==> src/rtl/unified_memory_arbiter.sv <==
// Arbiter sharing one single-ported memory between the fetch port and the load/store port.
// Define ARB_ROUND_ROBIN_EN to replace the data-priority/starvation rule with alternating grants.
module unified_memory_arbiter #(
  parameter int STARVE_LIMIT   = 4,
  parameter int TIMEOUT_CYCLES = 64
) (
  input  logic        clock,
  input  logic        reset,
  input  logic        fetchRequest,
  input  logic [31:0] fetchAddress,
  input  logic        fetchCancel,
  output logic [31:0] fetchData,
  output logic        fetchDataValid,
  input  logic        dataRequest,
  input  logic        dataWrite,
  input  logic [31:0] dataAddress,
  input  logic [31:0] dataStoreData,
  input  logic [3:0]  dataByteEnable,
  output logic [31:0] loadData,
  output logic        loadDataValid,
  output logic        storeComplete,
  output logic        accessFault,
  output logic        accessFaultData,
  output logic        memRequest,
  output logic [31:0] memAddress,
  output logic        memWriteEnable,
  output logic [31:0] memWriteData,
  output logic [3:0]  memByteEnable,
  input  logic [31:0] memReadData,
  input  logic        memResponseValid
);

  typedef enum logic [1:0] {IDLE, FETCH_WAIT, DATA_WAIT} state_t;

  localparam int TW = $clog2(TIMEOUT_CYCLES + 1);
  localparam logic [TW-1:0] TIMEOUT_LAST = TW'(TIMEOUT_CYCLES - 1);

  state_t        state;
  logic [TW-1:0] timeout_count;
  logic          cancelled;
  logic          is_store;
  logic          fetch_ok;
  logic          fetch_wins;
  logic          grant_fetch;
  logic          grant_data;

`ifdef ARB_ROUND_ROBIN_EN
  logic last_grant_data;
`else
  localparam int SW = $clog2(STARVE_LIMIT + 1);
  localparam logic [SW-1:0] STARVE_MAX = SW'(STARVE_LIMIT);
  logic [SW-1:0] starve_count;
`endif

  assign fetch_ok = fetchRequest & ~fetchCancel;

  always_comb begin
`ifdef ARB_ROUND_ROBIN_EN
    fetch_wins = ~dataRequest | last_grant_data;
`else
    fetch_wins = ~dataRequest | (starve_count == STARVE_MAX);
`endif
    grant_fetch = fetch_ok & fetch_wins;
    grant_data  = dataRequest & ~grant_fetch;
  end

  // Responses are forwarded in the cycle they arrive; a cancel in that same cycle drops the fetch word.
  always_comb begin
    fetchData      = '0;
    fetchDataValid = 1'b0;
    loadData       = '0;
    loadDataValid  = 1'b0;
    storeComplete  = 1'b0;
    if (!reset && memResponseValid) begin
      case (state)
        FETCH_WAIT: begin
          fetchData      = memReadData;
          fetchDataValid = ~cancelled & ~fetchCancel;
        end
        DATA_WAIT: begin
          if (is_store) begin
            storeComplete = 1'b1;
          end else begin
            loadData      = memReadData;
            loadDataValid = 1'b1;
          end
        end
        default: ;
      endcase
    end
  end

  always_ff @(posedge clock) begin
    if (reset) begin
      state           <= IDLE;
      timeout_count   <= '0;
      cancelled       <= 1'b0;
      is_store        <= 1'b0;
      accessFault     <= 1'b0;
      accessFaultData <= 1'b0;
      memRequest      <= 1'b0;
      memAddress      <= '0;
      memWriteEnable  <= 1'b0;
      memWriteData    <= '0;
      memByteEnable   <= '0;
`ifdef ARB_ROUND_ROBIN_EN
      last_grant_data <= 1'b0;
`else
      starve_count    <= '0;
`endif
    end else begin
      memRequest      <= 1'b0;
      accessFault     <= 1'b0;
      accessFaultData <= 1'b0;
      case (state)
        IDLE: begin
          cancelled     <= 1'b0;
          timeout_count <= '0;
          if (grant_fetch) begin
            memRequest     <= 1'b1;
            memAddress     <= fetchAddress;
            memWriteEnable <= 1'b0;
            memWriteData   <= '0;
            memByteEnable  <= 4'hF;
            state          <= FETCH_WAIT;
`ifdef ARB_ROUND_ROBIN_EN
            last_grant_data <= 1'b0;
`else
            starve_count    <= '0;
`endif
          end else if (grant_data) begin
            memRequest     <= 1'b1;
            memAddress     <= dataAddress;
            memWriteEnable <= dataWrite;
            memWriteData   <= dataWrite ? dataStoreData : 32'h0;
            memByteEnable  <= dataWrite ? dataByteEnable : 4'hF;
            is_store       <= dataWrite;
            state          <= DATA_WAIT;
`ifdef ARB_ROUND_ROBIN_EN
            last_grant_data <= 1'b1;
`else
            if (!fetchRequest)
              starve_count <= '0;
            else if (starve_count != STARVE_MAX)
              starve_count <= starve_count + SW'(1);
`endif
          end else begin
`ifndef ARB_ROUND_ROBIN_EN
            if (!fetchRequest)
              starve_count <= '0;
`endif
          end
        end
        FETCH_WAIT, DATA_WAIT: begin
          if (state == FETCH_WAIT && fetchCancel)
            cancelled <= 1'b1;
          if (memResponseValid) begin
            state         <= IDLE;
            timeout_count <= '0;
            cancelled     <= 1'b0;
          end else if (timeout_count == TIMEOUT_LAST) begin
            // Abort: no valid/complete pulse, and a late response will land in IDLE and be ignored.
            accessFault     <= 1'b1;
            accessFaultData <= (state == DATA_WAIT);
            state           <= IDLE;
            timeout_count   <= '0;
            cancelled       <= 1'b0;
          end else begin
            timeout_count <= timeout_count + TW'(1);
          end
        end
        default: state <= IDLE;
      endcase
    end
  end

endmodule

==> config.mk <==
export PLATFORM = sky130hd
export DESIGN_NAME = unified_memory_arbiter
export DESIGN_NICKNAME = d
export VERILOG_FILES = /design/src/rtl/unified_memory_arbiter.sv
export SDC_FILE = /design/constraint.sdc
export NUM_CORES = 1
export LEC_CHECK = 0
export CAP_MARGIN = 20
export CELL_PAD_IN_SITES_DETAIL_PLACEMENT = 0
export CELL_PAD_IN_SITES_GLOBAL_PLACEMENT = 1
export CORE_MARGIN = 3
export CORE_UTILIZATION = 25
export CTS_BUF_LIST = sky130_fd_sc_hd__clkbuf_8 sky130_fd_sc_hd__clkbuf_16
export DETAILED_ROUTE_END_ITERATION = 8
export GPL_TIMING_DRIVEN = 0
export PLACE_DENSITY = 0.83
export SETUP_SLACK_MARGIN = 0.3
export SYNTH_ARGS = -nofsm -noshare
export SYNTH_HDL_FRONTEND = slang
export SYNTH_SLANG_ARGS = --single-unit
export TNS_END_PERCENT = 5
==> constraint.sdc <==
create_clock -name clock -period 1.9 [get_ports clock]
set_clock_uncertainty 0.1 [all_clocks]
set_input_delay 0.38 -clock clock [delete_from_list [all_inputs] [get_ports clock]]
set_output_delay 0.38 -clock clock [all_outputs]
set_load 0.01 [all_outputs]
# Yosys cells after proc, flatten, opt, wreduce, memory -nomap -nowiden
# Index checks and enable logic that the tools add are counted.
[totals]
register_bits = 86
latchBits = 0
ramBits = 0
mem_bits_ro = 0
input_bits = 139
out_inout_bits = 139
wordCells = 94
memories = 0
[classes]
n_addsub = 2
multipliers = 0
div_mod_pow = 0
n_lt_le_gt_ge = 0
eq_ne = 10
shift = 0
muxes = 43
bitwise = 12
reduce_logical = 15
[ops]
columns = ["cell", "n"]
rows = [
  ["$mux W32", 10],
  ["$mux W1", 16],
  ["$mux W3", 5],
  ["$mux W7", 2],
  ["$pmux W7 S2", 1],
  ["$mux W4", 3],
  ["$ne A3 B3 Y1 const B", 3],
  ["$mux W2", 4],
  ["$add A7 B1 Y7 const B", 1],
  ["$eq A7 B6 Y1 const B", 1],
  ["$not A1 Y1", 7],
  ["$ne A3 B1 Y1 const B", 2],
  ["$reduce_and A2 Y1", 3],
  ["$reduce_and A3 Y1", 2],
  ["$and A1 B1 Y1", 4],
  ["$ne A4 B4 Y1 const B", 1],
  ["$pmux W2 S2", 1],
  ["$reduce_bool A2 Y1", 2],
  ["$reduce_or A2 Y1", 2],
  ["$reduce_or A4 Y1", 1],
  ["$add A3 B1 Y3 const B", 1],
  ["$eq A3 B3 Y1 const B", 1],
  ["$reduce_or A3 Y1", 1],
  ["$eq A2 B1 Y1 const B", 1],
  ["other kinds (6)", 7],
]

# Longest topological paths before layout
# Gate-level depths: netlist of the first run.
[logic_depth]
word_depth = 8
depth_mapped = 7
ltp_nobuf = 6

# Worst setup path before layout of the first run
# Ideal clock, no wire load.
[synth_timing]
path_type = "register -> output"
startpoint = "register state[0]"
endpoint = "output loadData[22]"
arrival_time_ns = 1.288
t_required_ns = 1.420
slack_ns = 0.132
path_stages_with_launch = 6
n_path_buf = 1
cell_sequence = "dfxtp_1 inv_1 ha_1 and4bb_2 clkbuf_1 and2_1"
[synth_between]
elab_chain_cells = 3
[synth_rtl]
columns = ["item", "line", "rtl"]
rows = [
  ["from (decl)", "38", "state_t state;"],
  ["from (signal assigned)", "95", "state <= IDLE;"],
  ["from (signal assigned)", "125", "state <= FETCH_WAIT;"],
  ["from (signal assigned)", "138", "state <= DATA_WAIT;"],
  ["$eq A2 B2 Y1", "75", "case (state)"],
  ["$mux W32", "75", ""],
  ["$mux W32", "74", "if (!reset && memResponseValid) begin"],
  ["to (decl)", "19", "output logic [31:0] loadData,"],
]
# Every way passes these cells.

# Worst setup path in the final report of the first run
[layout_timing]
startpoint = "register state[1]"
endpoint = "output fetchData[18]"
[layout_between]
elab_chain_cells = 3
[layout_rtl]
columns = ["item", "line", "rtl"]
rows = [
  ["$eq A2 B1 Y1", "75", ""],
  ["$mux W32", "75", ""],
  ["$mux W32", "74", ""],
  ["to (decl)", "12", "output logic [31:0] fetchData,"],
]
# Every way passes these cells.

==> flow_summary.toml, run 1 <==
[yosys]
yosysTopAreaCellShare_pct = 41.6
synth_area_leaders = "dfxtp_1 42%, and2_1 10%, mux2i_1 8.0%, a211oi_1 5.6%, a21oi_1 5.0%"
ys_seq_area_share_pct = 41.6
netlist_area_sq_um = 4140
ys_ff_latch = 86
post_synth_num_cell_types = 42
synth_fp_nets = 625
avgSynthCellArea_sq_um = 8.64
synth_top_area_cell = "dfxtp_1"
syn_inst = 479
yosys_warnings = 0

[pwr]
swShare_pct = 27.8
p_clk_share_pct = 35.8
p_leak_nw = 3.52
ir_drop_uv = 376
powerDensity_nw_per_um2 = 650
p_int_mw = 3.98
p_seq_share_pct = 36.7
power_frac_comb_pct = 27.5
p_sw_mw = 1.53

[worst_setup_path]
cp_cell_sequence = "inv_4, ha_4, and3b_2, clkbuf_8, buf_6, and2_4, buf_6"
r2r_slack_ps = -40
cp-startpoint = "state[1]"
crit_path_end = "fetchData[18]"
path_delay_family = "simple AND/OR/NAND/NOR gates"
cpPeakStageDelay_ps = 380
critPathLaunchType = "flop"
critPathRequiredTime_ps = 1420
reg2regPathDepth = 8
crit_type = "flop to output pin"
crit_fanout = 5
reg2reg_to = "state[1]"
slowest_stage = "dfxtp_4"
crit_cells = 7
cp-end-kind = "output pin"
crit_buf_inv = 4
critPathMostFrequentCell = "buf_6"
r2r_start = "state[0]"
crit_arrival_ps = 1750

[route]
first_iter_violations = 151
vias_per_cell = 4.59
firstDrtPassIters = 4
routedWlPerCell_um = 16.4
post-route-drc-count = 0
wirelength_um = 16600
vias = 4634
ant_nets = 0

[layout]
final_nets = 934
stdcell_area_sq_um = 8470
area_delta_synth_final_pct = 105
stdcell_count = 1010
drive_gt1_share_pct = 36.6

[floorplanning]
rows = 46
core-area_sq_um = 16100
die_y_um = 135
pin_count = 278
dieArea_sq_um = 18100
start_util_pct = 25.8
die_x_um = 135

[clock_tree]
cts.path.max_buffers = 2
cts_tree = "yes"
cts_made_buffers = 9
cts_sinks = 86
clk_pin_slew_worst_paths_ps = 60
clockRootBuffer = "clkbuf_16"
cts-htree-levels = 3
clk_latency_ps = 340

[sta]
max_slew_margin_pct = 53.3
tightestPinTransition_ps = 701
rsz0062_at_grt = "yes"
clock.fmax_mhz = 449
hold_violations = 0
finalCritPeriodShare_pct = 117
whs_ps = 350
setup_viol = 67
period_minus_slack_ps = 2230
setup_ws_ps = -328
slew_viol_final = 0

[placed_design]
gp_congestion = 0.783
hpwl_um = 11900
dpl_cell_area_sq_um = 7240
dpl.cell_count = 972
dp_slack_ps = -995
portBuffers = 277

[run]
maxCapViolations = 0

[min_path]
hold_class = "flop to flop"

[grt]
grt_max_degree = 15
antenna_found_initial = 1
grtUsageTotal_pct = 17.3
grt_pass1_wl_um = 24700
grt_pass1_vias = 4534
grt_overflow = 0

[outcome]
violations = "setup timing"
outcome = "complete, but fails checks"
[tightest hold or removal path: cells and delay by family, from the launching register on]
| kind | cells | cell delay [ps] |
|---|---|---|
| and+or+nand+nor | 1 | 50 |
| AOI/OAI and AO/OA | 1 | 50 |
| DFF | 1 | 310 |
[flip-flops by register name, summed over array words and instances, names as in the netlist]
signal / cells
state: 2
accessFaultData: 1
memByteEnable: 4
is_store: 1
memWriteEnable: 1
memRequest: 1
memWriteData: 32
timeout_count: 7
starve_count: 3
memAddress: 32
accessFault: 1
cancelled: 1
[cell usage after synthesis (all sizes together)]
cell type	count
nand3	37
a31oi	1
a211oi	36
nor2b	3
nand2	42
inv	5
o31ai	2
a21oi	41
o21ai	5
nand4	1
and4b	1
o31a	1
mux2i	33
and3b	1
o21a	1
buf	20
xor2	1
dfxtp	86
a21o	1
or4	1
clkbuf	17
xnor2	3
and4bb	1
ha	7
a21bo	1
and2	66
nor3b	2
or3	2
nor2	51
nor3	1
o211ai	2
o21bai	1
a21boi	2
nand2b	3
nor4	1
[logic make-up after synthesis]
kind of cell / count (synthesis) / share of synthesized area (%)
adder cells (fa/ha/maj): 7 / 2.12
AND/OR/NAND/NOR: 213 / 26.4
AO/OA/AOI/OAI: 94 / 15.3
multiplexers: 33 / 7.98
XOR/XNOR: 4 / 0.847
buffers and inverters: 42 / 5.80
flip-flops: 86 / 41.6
[worst min-delay path by stage]
| stage | start | end | depth (start not counted) |
|---|---|---|---|
| after CTS | memWriteData[27] | memWriteData[27] | 2 |
| after global routing | memWriteData[27] | memWriteData[27] | 2 |
| final | memWriteData[2] | memWriteData[2] | 2 |
| after detailed placement | memWriteData[12] | memWriteData[12] | 2 |
| after floorplan | timeout_count[6] | timeout_count[6] | 2 |
| after global placement | memWriteData[27] | memWriteData[27] | 2 |
[power by group through the flow]
stage | Sequential (mW) | Clock, mW | Combinational, mW
6_report | 2.02 | 1.97 | 1.52
5_1_grt | 2.04 | 2.11 | 1.63
3_3_place_gp | 2.05 | 0 | 1.31
2_1_floorplan | 2.11 | 0 | 0.500
3_5_place_dp | 2.06 | 0 | 1.31
4_1_cts | 2.02 | 2.03 | 1.37
[per-stage QoR]
stage	TNS (ps)	util, %	power [mW]
3_3_place_gp	-90140	45.1	3.36
2_1_floorplan	0	-	2.61
5_1_grt	-20510	52.7	5.78
3_5_place_dp	-87910	45.1	3.37
6_report	-16350	52.7	5.51
4_1_cts	-18390	49.2	5.41
[final cells by class]
| cell class | count | area, sq um |
|---|---|---|
| multi-input combinational | 352 | 2890 |
| clock inverter | 5 | 81.3 |
| inverter | 5 | 23.8 |
| tap | 216 | 270 |
| timing repair buffer | 297 | 2770 |
| sequential | 86 | 1730 |
| fill | 1471 | 7590 |
| buffer | 37 | 447 |
| clock buffer | 11 | 253 |
| antenna | 1 | 2.50 |
[what timing repair did]
item / in CTS / in global routing
buffers inserted: 15 / 2
pin swaps: 139 / 53
setup endpoints to repair: 224 / 147
gates resized for setup: 486 / 130
gates cloned: 4 / 0
hold buffers: 0 / 0
[cells in the final DEF, fill, tap and decap left out, types with 6 or more instances in the layout]
master	n
a211oi_1	13
a211oi_2	23
a21oi_1	23
a21oi_2	18
and2_1	30
and2_4	36
buf_12	8
buf_2	31
buf_4	11
buf_6	47
buf_8	12
clkbuf_1	9
clkbuf_16	9
clkdlybuf4s50_1	133
dfxtp_1	81
dlygate4sd2_1	76
mux2i_1	14
mux2i_2	6
mux2i_4	13
nand2_1	41
nand3_1	12
nand3_2	22
nor2_1	41
nor2_2	9
[per-layer routing]
layer,vias to the layer above,track usage (%),routed length (um)
met4,0,7.47,445
met5,-,0,0
met1,2143,19.5,6430
li1,2273,-,-
met3,27,5.55,1510
met2,191,29.9,8190
(Power assumes the default switching activity.)
==> run 2, diff against run 1 <==
--- a/config.mk
+++ b/config.mk
@@ -13,7 +13,7 @@
 export CTS_BUF_LIST = sky130_fd_sc_hd__clkbuf_8 sky130_fd_sc_hd__clkbuf_16
 export DETAILED_ROUTE_END_ITERATION = 8
 export GPL_TIMING_DRIVEN = 0
-export PLACE_DENSITY = 0.83
+export PLACE_DENSITY_LB_ADDON = 0.1
 export SETUP_SLACK_MARGIN = 0.3
 export SYNTH_ARGS = -nofsm -noshare
 export SYNTH_HDL_FRONTEND = slang
==> run 2 against run 1 <==
Effect of this change:
- the flow still finishes with violations (setup timing)
- cell count down 0.50%
- sequential power hardly changed
- die area is the same
- first-iteration DRC count shrank 7.3%
- via count is 1.7% lower
- count of clock-buffer cells in the layout decreased by 2
- register-to-register slack hardly changed
- critical path type unchanged
- largest cell class unchanged
==> flow_summary.toml, run 2 (same netlist as run 1, synthesis figures left out) <==
[outcome]
outcome = "complete, but fails checks"
violations = "setup timing"

[worst_setup_path]
cp_cell_sequence = "inv_4, ha_4, and3b_2, buf_6, buf_8, and2_1, buf_2"
r2r_start = "state[1]"
critPathLaunchType = "flop"
slowest_stage = "dfxtp_4"
r2r_slack_ps = -50
critPathRequiredTime_ps = 1420
cpPeakStageDelay_ps = 380
cp-end-kind = "output pin"
crit_fanout = 7
crit_arrival_ps = 1710
reg2regPathDepth = 8
reg2reg_to = "state[1]"
crit_type = "flop to output pin"

[clock_tree]
cts_sinks = 86
clk_latency_ps = 340
cts-htree-levels = 3
cts.path.max_buffers = 2
clk_pin_slew_worst_paths_ps = 60
ctsHoldBuffers = 0
cts_tree = "yes"
clockRootBuffer = "clkbuf_16"
cts_made_buffers = 9

[route]
firstDrtPassIters = 4
ant_nets = 0
wirelength_um = 16500
post-route-drc-count = 0
vias_per_cell = 4.53
first_iter_violations = 140
routedWlPerCell_um = 16.5
vias = 4554

[grt]
antenna_found_initial = 0
grt_pass1_vias = 4565
grt_max_degree = 14
use_met1_pct = 19.6
use_met2_pct = 29.9
grtUsageTotal_pct = 17.2
grt_overflow = 0
grt-busiest-layer = "met2"
grt_pass1_wl_um = 24600
grtUsageMet3_pct = 6.26

[min_path]
whs_endpoint = "memWriteData[23]"
hold_path_depth = 2
hp-start = "memWriteData[23]"
hold_class = "flop to flop"

[pwr]
powerDensity_nw_per_um2 = 645
finalPower_mw = 5.11
ir_drop_uv = 414
p_leak_nw = 3.40

[run]
maxCapViolations = 0

[layout]
largest_registers = "memAddress: 32 flops, memWriteData: 32 flops, timeout_count: 7 flops"
layout_commonest_cell = "clkdlybuf4s50_1"
antennaDiodeCount = 0
area_delta_synth_final_pct = 91.5
nFillCells = 1496
mostFrequentLayoutCells = "133 x clkdlybuf4s50_1, 82 x dfxtp_1, 76 x dlygate4sd2_1"
drive_gt1_share_pct = 28.6
final_nets = 930

[sta]
period_minus_slack_ps = 2190
tightestPinTransition_ps = 627
whs_ps = 348
clock.fmax_mhz = 456
rsz0062_at_grt = "yes"
hold_violations = 0
slew_viol_final = 0
setup_viol = 68
max_slew_margin_pct = 58.2
finalCritPeriodShare_pct = 115
setup_ws_ps = -294

[floorplanning]
die_y_um = 135
rows = 46
die_x_um = 135
core-area_sq_um = 16100
dieArea_sq_um = 18100
pin_count = 278
start_util_pct = 25.8

[placed_design]
gp_congestion = 0.791
portBuffers = 277
hpwl_um = 12200
==> run 2: critical path: cells and delay by family, from the launching register on <==
kind	cells	cell delay, ps
adders and majority gates	1	150
buffers and inverters	4	450
DFF	1	380
and+or+nand+nor	2	390
==> run 2: worst max-delay path by stage <==
stage / slack, ps / start / to
after floorplan: 270 / starve_count[0] / memWriteData[26]
after global placement: -940 / reset / fetchData[1]
after detailed placement: -990 / reset / fetchData[1]
after CTS: -320 / state[1] / fetchData[10]
after global routing: -350 / state[1] / fetchData[8]
final: -290 / state[1] / fetchData[11]
==> run 2: power by group <==
group	total, mW	internal, mW	leakage, nW	switching (mW)
registers	2.03	1.95	0.709	0.0807
logic	1.39	0.742	2.55	0.643
clock network	1.70	0.999	0.149	0.703
total	5.11	3.69	3.40	1.43
==> run 2: metrics by stage <==
| stage | setup TNS (ps) | setup slack (ps) | cell area (sq um) | utilization, % | instances |
|---|---|---|---|---|---|
| after floorplan | 0 | 269 | 4200 | - | 479 |
| after global placement | -77850 | -936 | 7240 | 45.1 | 972 |
| after detailed placement | -81660 | -994 | 7240 | 45.1 | 972 |
| after CTS | -16170 | -320 | 7560 | 47.1 | 1004 |
| after global routing | -19060 | -352 | 7930 | 49.4 | 1005 |
| final | -14640 | -294 | 7930 | 49.4 | 1005 |
==> run 2: timing repair <==
| item | in CTS | in global routing |
|---|---|---|
| gates resized for setup | 425 | 101 |
| gates cloned | 6 | 0 |
| endpoints found under the setup margin | 224 | 151 |
| pin swaps | 52 | 48 |
| buffers inserted | 10 | 1 |
==> run 2: cell type report <==
class,count,area (sq um),share of cell area [%]
Timing Repair Buffer,293,2720,34.3
Buffer,37,389,4.91
Tap cell,216,270,3.41
Sequential cell,86,1730,21.8
Clock inverter,7,58.8,0.742
Multi-Input combinational cell,352,2510,31.6
Clock buffer,9,225,2.84
Inverter,5,23.8,0.300
==> run 2: per-layer routing <==
layer	up-vias	share of wire, %
met5	-	0
met4	0	2.3
met3	25	9.9
met2	208	50
met1	2069	38
li1	2252	-
